`src/rtl/pll_reset_sequencer.sv`:
```
// PLL supervisor: holds the PLL in reset, qualifies its lock flag, then releases
// the downstream domain resets one by one. Optional lock-loss counter: PLL_LOCK_LOSS_COUNT_EN.
module pll_reset_sequencer #(
    parameter int RST_HOLD_CYCLES = 16,
    parameter int LOCK_TIMEOUT    = 4096,
    parameter int LOCK_STABLE     = 256,
    parameter int N_DOMAINS       = 4,
    parameter int STAGGER         = 8,
    parameter int MAX_RETRIES     = 7
) (
    input  logic                               refclk,
    input  logic                               rst,
    input  logic                               locked,
    input  logic                               soft_reset,
    output logic                               pll_rst,
    output logic [N_DOMAINS-1:0]               domain_rst,
    output logic                               ready,
    output logic                               fault,
    output logic [$clog2(MAX_RETRIES+1)-1:0]   retry_count
`ifdef PLL_LOCK_LOSS_COUNT_EN
    ,
    output logic [7:0]                         lock_loss_count
`endif
);

    function automatic int max2(input int a, input int b);
        return (a > b) ? a : b;
    endfunction

    localparam int LAST_REL = (N_DOMAINS - 1) * STAGGER;
    localparam int CNT_MAX  = max2(max2(RST_HOLD_CYCLES, LOCK_TIMEOUT), max2(LOCK_STABLE, LAST_REL + 1));
    localparam int CNT_W    = $clog2(CNT_MAX + 1);
    localparam int RC_W     = $clog2(MAX_RETRIES + 1);

    localparam logic [CNT_W-1:0] HOLD_LAST   = CNT_W'(RST_HOLD_CYCLES - 1);
    localparam logic [CNT_W-1:0] TIMEOUT_LAST = CNT_W'(LOCK_TIMEOUT - 1);
    localparam logic [CNT_W-1:0] STABLE_LAST = CNT_W'(LOCK_STABLE - 1);
    localparam logic [CNT_W-1:0] REL_LAST    = CNT_W'(LAST_REL - 1);
    localparam logic [RC_W-1:0]  MAX_R       = RC_W'(MAX_RETRIES);

    typedef enum logic [2:0] {
        S_HOLD,
        S_WAIT_LOCK,
        S_STABLE,
        S_RELEASE,
        S_RUN,
        S_FAULT
    } state_t;

    state_t               state_reg, state_next;
    logic [CNT_W-1:0]     cnt_reg, cnt_next;
    logic [RC_W-1:0]      retry_reg, retry_next;
    logic                 locked_meta_reg, locked_s_reg;
    logic                 pll_rst_reg, ready_reg, fault_reg;
    logic [N_DOMAINS-1:0] domain_rst_reg, domain_rst_next;

    // locked comes straight from the PLL with no relation to refclk
    always_ff @(posedge refclk or posedge rst) begin
        if (rst) begin
            locked_meta_reg <= 1'b0;
            locked_s_reg    <= 1'b0;
        end else begin
            locked_meta_reg <= locked;
            locked_s_reg    <= locked_meta_reg;
        end
    end

    always_ff @(posedge refclk or posedge rst) begin
        if (rst) begin
            state_reg      <= S_HOLD;
            cnt_reg        <= '0;
            retry_reg      <= '0;
            pll_rst_reg    <= 1'b1;
            domain_rst_reg <= '1;
            ready_reg      <= 1'b0;
            fault_reg      <= 1'b0;
        end else begin
            state_reg      <= state_next;
            cnt_reg        <= cnt_next;
            retry_reg      <= retry_next;
            pll_rst_reg    <= (state_next == S_HOLD) || (state_next == S_FAULT);
            domain_rst_reg <= domain_rst_next;
            ready_reg      <= (state_next == S_RUN);
            fault_reg      <= (state_next == S_FAULT);
        end
    end

    always_comb begin
        state_next = state_reg;
        cnt_next   = cnt_reg;
        retry_next = retry_reg;
        if (soft_reset) begin
            state_next = S_HOLD;
            cnt_next   = '0;
            retry_next = '0;
        end else begin
            case (state_reg)
                S_HOLD: begin
                    if (cnt_reg == HOLD_LAST) begin
                        state_next = S_WAIT_LOCK;
                        cnt_next   = '0;
                    end else begin
                        cnt_next = cnt_reg + 1'b1;
                    end
                end
                S_WAIT_LOCK: begin
                    if (locked_s_reg) begin
                        state_next = S_STABLE;
                        cnt_next   = '0;
                    end else if (cnt_reg == TIMEOUT_LAST) begin
                        cnt_next = '0;
                        if (retry_reg == MAX_R) begin
                            state_next = S_FAULT;
                        end else begin
                            state_next = S_HOLD;
                            retry_next = retry_reg + 1'b1;
                        end
                    end else begin
                        cnt_next = cnt_reg + 1'b1;
                    end
                end
                S_STABLE: begin
                    if (!locked_s_reg) begin
                        state_next = S_WAIT_LOCK;
                        cnt_next   = '0;
                    end else if (cnt_reg == STABLE_LAST) begin
                        // a single domain has nothing to stagger, so go straight to RUN
                        state_next = (LAST_REL == 0) ? S_RUN : S_RELEASE;
                        cnt_next   = '0;
                    end else begin
                        cnt_next = cnt_reg + 1'b1;
                    end
                end
                S_RELEASE: begin
                    if (!locked_s_reg) begin
                        state_next = S_HOLD;
                        cnt_next   = '0;
                        retry_next = '0;
                    end else if (cnt_reg == REL_LAST) begin
                        state_next = S_RUN;
                        cnt_next   = '0;
                    end else begin
                        cnt_next = cnt_reg + 1'b1;
                    end
                end
                S_RUN: begin
                    if (!locked_s_reg) begin
                        state_next = S_HOLD;
                        cnt_next   = '0;
                        retry_next = '0;
                    end
                end
                S_FAULT: begin
                    state_next = S_FAULT;
                end
                default: begin
                    state_next = S_HOLD;
                    cnt_next   = '0;
                    retry_next = '0;
                end
            endcase
        end
    end

    // Domain gi is released once the RELEASE counter reaches gi*STAGGER
    for (genvar gi = 0; gi < N_DOMAINS; gi++) begin : g_dom
        if (gi == 0) begin : g_first
            assign domain_rst_next[gi] = !((state_next == S_RUN) || (state_next == S_RELEASE));
        end else begin : g_rest
            localparam logic [CNT_W-1:0] REL_AT = CNT_W'(gi * STAGGER);
            assign domain_rst_next[gi] = !((state_next == S_RUN) ||
                                           ((state_next == S_RELEASE) && (cnt_next >= REL_AT)));
        end
    end

`ifdef PLL_LOCK_LOSS_COUNT_EN
    logic       lock_loss;
    logic [7:0] lock_loss_count_reg;

    assign lock_loss = !soft_reset && !locked_s_reg &&
                       ((state_reg == S_RELEASE) || (state_reg == S_RUN));

    always_ff @(posedge refclk or posedge rst) begin
        if (rst) begin
            lock_loss_count_reg <= 8'd0;
        end else if (lock_loss && (lock_loss_count_reg != 8'hFF)) begin
            lock_loss_count_reg <= lock_loss_count_reg + 8'd1;
        end
    end

    assign lock_loss_count = lock_loss_count_reg;
`endif

    assign pll_rst     = pll_rst_reg;
    assign domain_rst  = domain_rst_reg;
    assign ready       = ready_reg;
    assign fault       = fault_reg;
    assign retry_count = retry_reg;

endmodule
```
`config.mk`:
```
export PLATFORM = sky130hd
export DESIGN_NAME = pll_reset_sequencer
export DESIGN_NICKNAME = d
export VERILOG_FILES = /design/src/rtl/pll_reset_sequencer.sv
export SDC_FILE = /design/constraint.sdc
export NUM_CORES = 1
export LEC_CHECK = 0
export CAP_MARGIN = 20
export CORE_MARGIN = 2
export CORE_UTILIZATION = 25
export DETAILED_ROUTE_END_ITERATION = 8
export PLACE_DENSITY = 0.52
export SLEW_MARGIN = 20
export SYNTH_ARGS = -nofsm -noshare
export SYNTH_HDL_FRONTEND = slang
export SYNTH_SLANG_ARGS = --single-unit
```
`constraint.sdc`:
```
create_clock -name refclk -period 2.5 [get_ports refclk]
set_input_delay 0.5 -clock refclk [delete_from_list [all_inputs] [get_ports refclk]]
set_output_delay 0.5 -clock refclk [all_outputs]
set_load 0.02 [all_outputs]
```
==> impl_metrics.csv <==
group,metric,value,unit
synthesis,ys_ff_latch,28,
clock_network,tritoncts,"yes",
routing,routed-via-count,1561,
routing,ant_nets,0,
clock_network,cts_max_level,1,
floorplan,io_pins,14,
power,powerDensity,356,nW/um^2
sta,tightest_slew,0.565,ns
placement,place_inst,317,
critical_path,crit_type,"flop to flop",
worst_hold_path,min_from,"locked_meta_reg$_DFF_PP0_",
critical_path,start_kind,"flop",
routing,wl_met3,266,um
finish,area_growth,25.1,%
routing,dr.pass1.iters,4,
finish,fillers,702,
synthesis,ys_async_sr_fraction,100,%
synthesis,synth_flop_cell,"dfrtp_1",
global_routing,first_global_vias,1492,
finish,n_antenna_cell,0,
critical_path,crit_start,"cnt_reg[0]$_DFF_PP0_",
finish,layout_commonest_cell,"nor2_1",
placement,dp_hpwl,3.35,mm
sta,hold_ws,0.363,ns
synthesis,yosysTopAreaCell,"dfrtp_1",
sta,clock.fmax,0.425,GHz
global_routing,grt_pass1_wl,7.75,mm
finish,largest_register_ffs,13,
synthesis,yosys_warnings,0,
synthesis,synth.distinct_cells,54,
global_routing,antenna_found_initial,0,
sta,rsz0062_at_grt,"no",
synthesis,synth_area_leaders,"dfrtp_1, dfstp_2, nor2_1, nand2_1, a22oi_1",
floorplan,die_h,88.7,um
critical_path,r2r_start,"cnt_reg[0]$_DFF_PP0_",
sta,slew-limit-headroom,61.9,%
critical_path,cp_data_required_time,2.72,ns
floorplan,core,6870,um^2
sta,setup_slack,0.148,ns
clock_network,cts-root-buf,"clkbuf_8",
finish,fin_nets,233,
routing,dr_wl_met2,2.00,mm
sta,finalSetupViolCount,0,
clock_network,post-cts-setup-buffers,0,
routing,wl_met1,2.22,mm
sta,final.setup.tns,0,ns
critical_path,slowest_stage,"or4b_1",
synthesis,synth_edf_count,0,
sta,finalCriticalPeriod,2.35,ns
clock_network,clk_pin_slew,0.10,ns
routing,wl_per_cell,14.1,um
routing,highest_layer,"met4",
critical_path,crit_arrival,2.58,ns
clock_network,cts.path.max_buffers,2,
sta,slew_viol_final,0,
floorplan,chipWidth,88.7,um
finish,stdcell_count,321,
global_routing,grt_overflow,0,
sta,finalCritPeriodShare,94.1,%
global_routing,grt_usage,12.8,%
routing,drt-vias-per-instance,4.86,
routing,drt_iter0_markers,110,
synthesis,syn_area_per_cell,9.21,um^2
synthesis,synth_area,1800,um^2
sta,finalHoldViolCount,0,
clock_network,clock_latency,0.29,ns
sta,clock_skew,0.00830,ns
placement,gp_congestion,0.841,
placement,port_buffers,13,
status,status,"finished, final reports clean",
clock_network,cts_buffers,3,
finish,post_route_cells_drive_above_1_share,22.2,%
global_routing,grt_max_degree,29,
synthesis,synth_nets,202,
placement,dp_slack,0.114,ns
floorplan,die_area,7880,um^2
worst_hold_path,hold_class,"flop to flop",
floorplan,start_util,26.1,%
critical_path,critPathMaxStageDelay,0.45,ns
finish,layout_common_cells,"nor2_1, dfrtp_1, buf_4",
clock_network,cts_sinks,28,
floorplan,placementRows,30,
routing,wl,4.54,mm
synthesis,synth_top_area_share,32.1,%
critical_path,worstPathCellList,"ha_2, and3_1, xnor2_1, o2bb2ai_1, or4b_1, o311ai_2, buf_4, nand3_1, o21ai_2",
critical_path,crit_fanout,6,
power,leakage,0.918,nW
clock_network,ctsHoldBuffers,0,
critical_path,worstSetupEndpointType,"flop",
run,cap_viol_max_count,0,
synthesis,seq_area_frac_synth,39.4,%
synthesis,synthCells,195,
power,irDropWorstVdd,0.266,mV
routing,route.detailed.drc,0,
-- cells by family (layout without fill, tap and decap cells) --
| family | Yosys count | after routing | share of synthesized area [%] |
|---|---|---|---|
| muxes | 3 | 3 | 1.67 |
| adders and majority gates | 3 | 3 | 2.09 |
| and+or+nand+nor | 91 | 91 | 29.8 |
| AOI/OAI and AO/OA | 48 | 48 | 21.0 |
| buffers and inverters | 18 | 48 | 4.11 |
| xor gates and xnor gates | 4 | 4 | 1.95 |
| DFF | 28 | 28 | 39.4 |
-- cell type report --
class | instances | area, um^2 | share of cell area [%]
Multi-Input combinational cell | 149 | 1030 | 45.9
Tap cell | 96 | 120 | 5.35
Timing Repair Buffer | 36 | 303 | 13.5
Inverter | 8 | 30.0 | 1.34
Sequential cell | 28 | 707 | 31.5
Clock buffer | 4 | 55.1 | 2.45
-- worst paths after layout --
kind                                                    to  slack (ns)  cells past startpoint
worst min-delay path                locked_s_reg$_DFF_PP0_        0.36                      0
max in group asynchronous          domain_rst[1]$_DFF_PP1_        1.63                      3
worst min register to register      locked_s_reg$_DFF_PP0_        0.36                      0
min in group asynchronous       retry_count[0]$_DFFE_PP0P_        0.57                      3
worst max register to register     domain_rst[1]$_DFF_PP1_        0.15                      9
worst max-delay path               domain_rst[1]$_DFF_PP1_        0.15                      9
-- layer usage --
layer,GRT usage [%],up-vias
li1,-,780
met5,0,-
met2,18.7,35
met4,3.58,0
met1,19.1,741
met3,2.80,5
-- timing repair --
action / CTS / global route
gates resized for setup: 0 / 3
endpoints found under the hold margin: 0 / 0
setup endpoints to repair: 0 / 6
-- synthesized netlist by cell type, types with 2 or more instances --
| cell type | number |
|---|---|
| nor2_1 | 26 |
| dfrtp_1 | 23 |
| nand2_1 | 15 |
| o21ai_0 | 9 |
| a22oi_1 | 7 |
| inv_1 | 7 |
| nand4_1 | 7 |
| a21oi_1 | 6 |
| nand3_1 | 6 |
| a21o_1 | 5 |
| and3_1 | 5 |
| clkbuf_1 | 5 |
| dfstp_2 | 5 |
| nor3_1 | 5 |
| buf_2 | 4 |
| xnor2_1 | 4 |
| ha_1 | 3 |
| mux2i_1 | 3 |
| nand2b_1 | 3 |
| nor2b_1 | 3 |
| o21ai_2 | 3 |
| a211oi_1 | 2 |
| a311oi_1 | 2 |
| and2_1 | 2 |
| and4_1 | 2 |
| and4b_1 | 2 |
| nand4b_1 | 2 |
| nor4b_1 | 2 |
| o2bb2ai_1 | 2 |
-- critical path, delay by kind of cell (launching register included) --
kind,cells,cell delay (ns)
fa+ha+maj,1,0.24
compound gates,3,0.54
flops,1,0.43
buf+inv,1,0.17
simple gates,3,0.78
xor+xnor,1,0.14
-- stage by stage --
step           power [mW]  area, um^2  utilization (%)
2_1_floorplan       0.493        1800                -
3_3_place_gp        0.514        2170             31.7
3_5_place_dp        0.515        2170             31.7
4_1_cts             0.815        2230             32.5
5_1_grt             0.830        2250             32.7
6_report            0.799        2250             32.7
-- power by group --
| group | internal [mW] | switching, mW | total [mW] |
|---|---|---|---|
| Combinational | 0.0163 | 0.0254 | 0.0418 |
| Clock | 0.142 | 0.151 | 0.293 |
| Sequential | 0.459 | 0.00528 | 0.464 |
(Power assumes the default switching activity.)
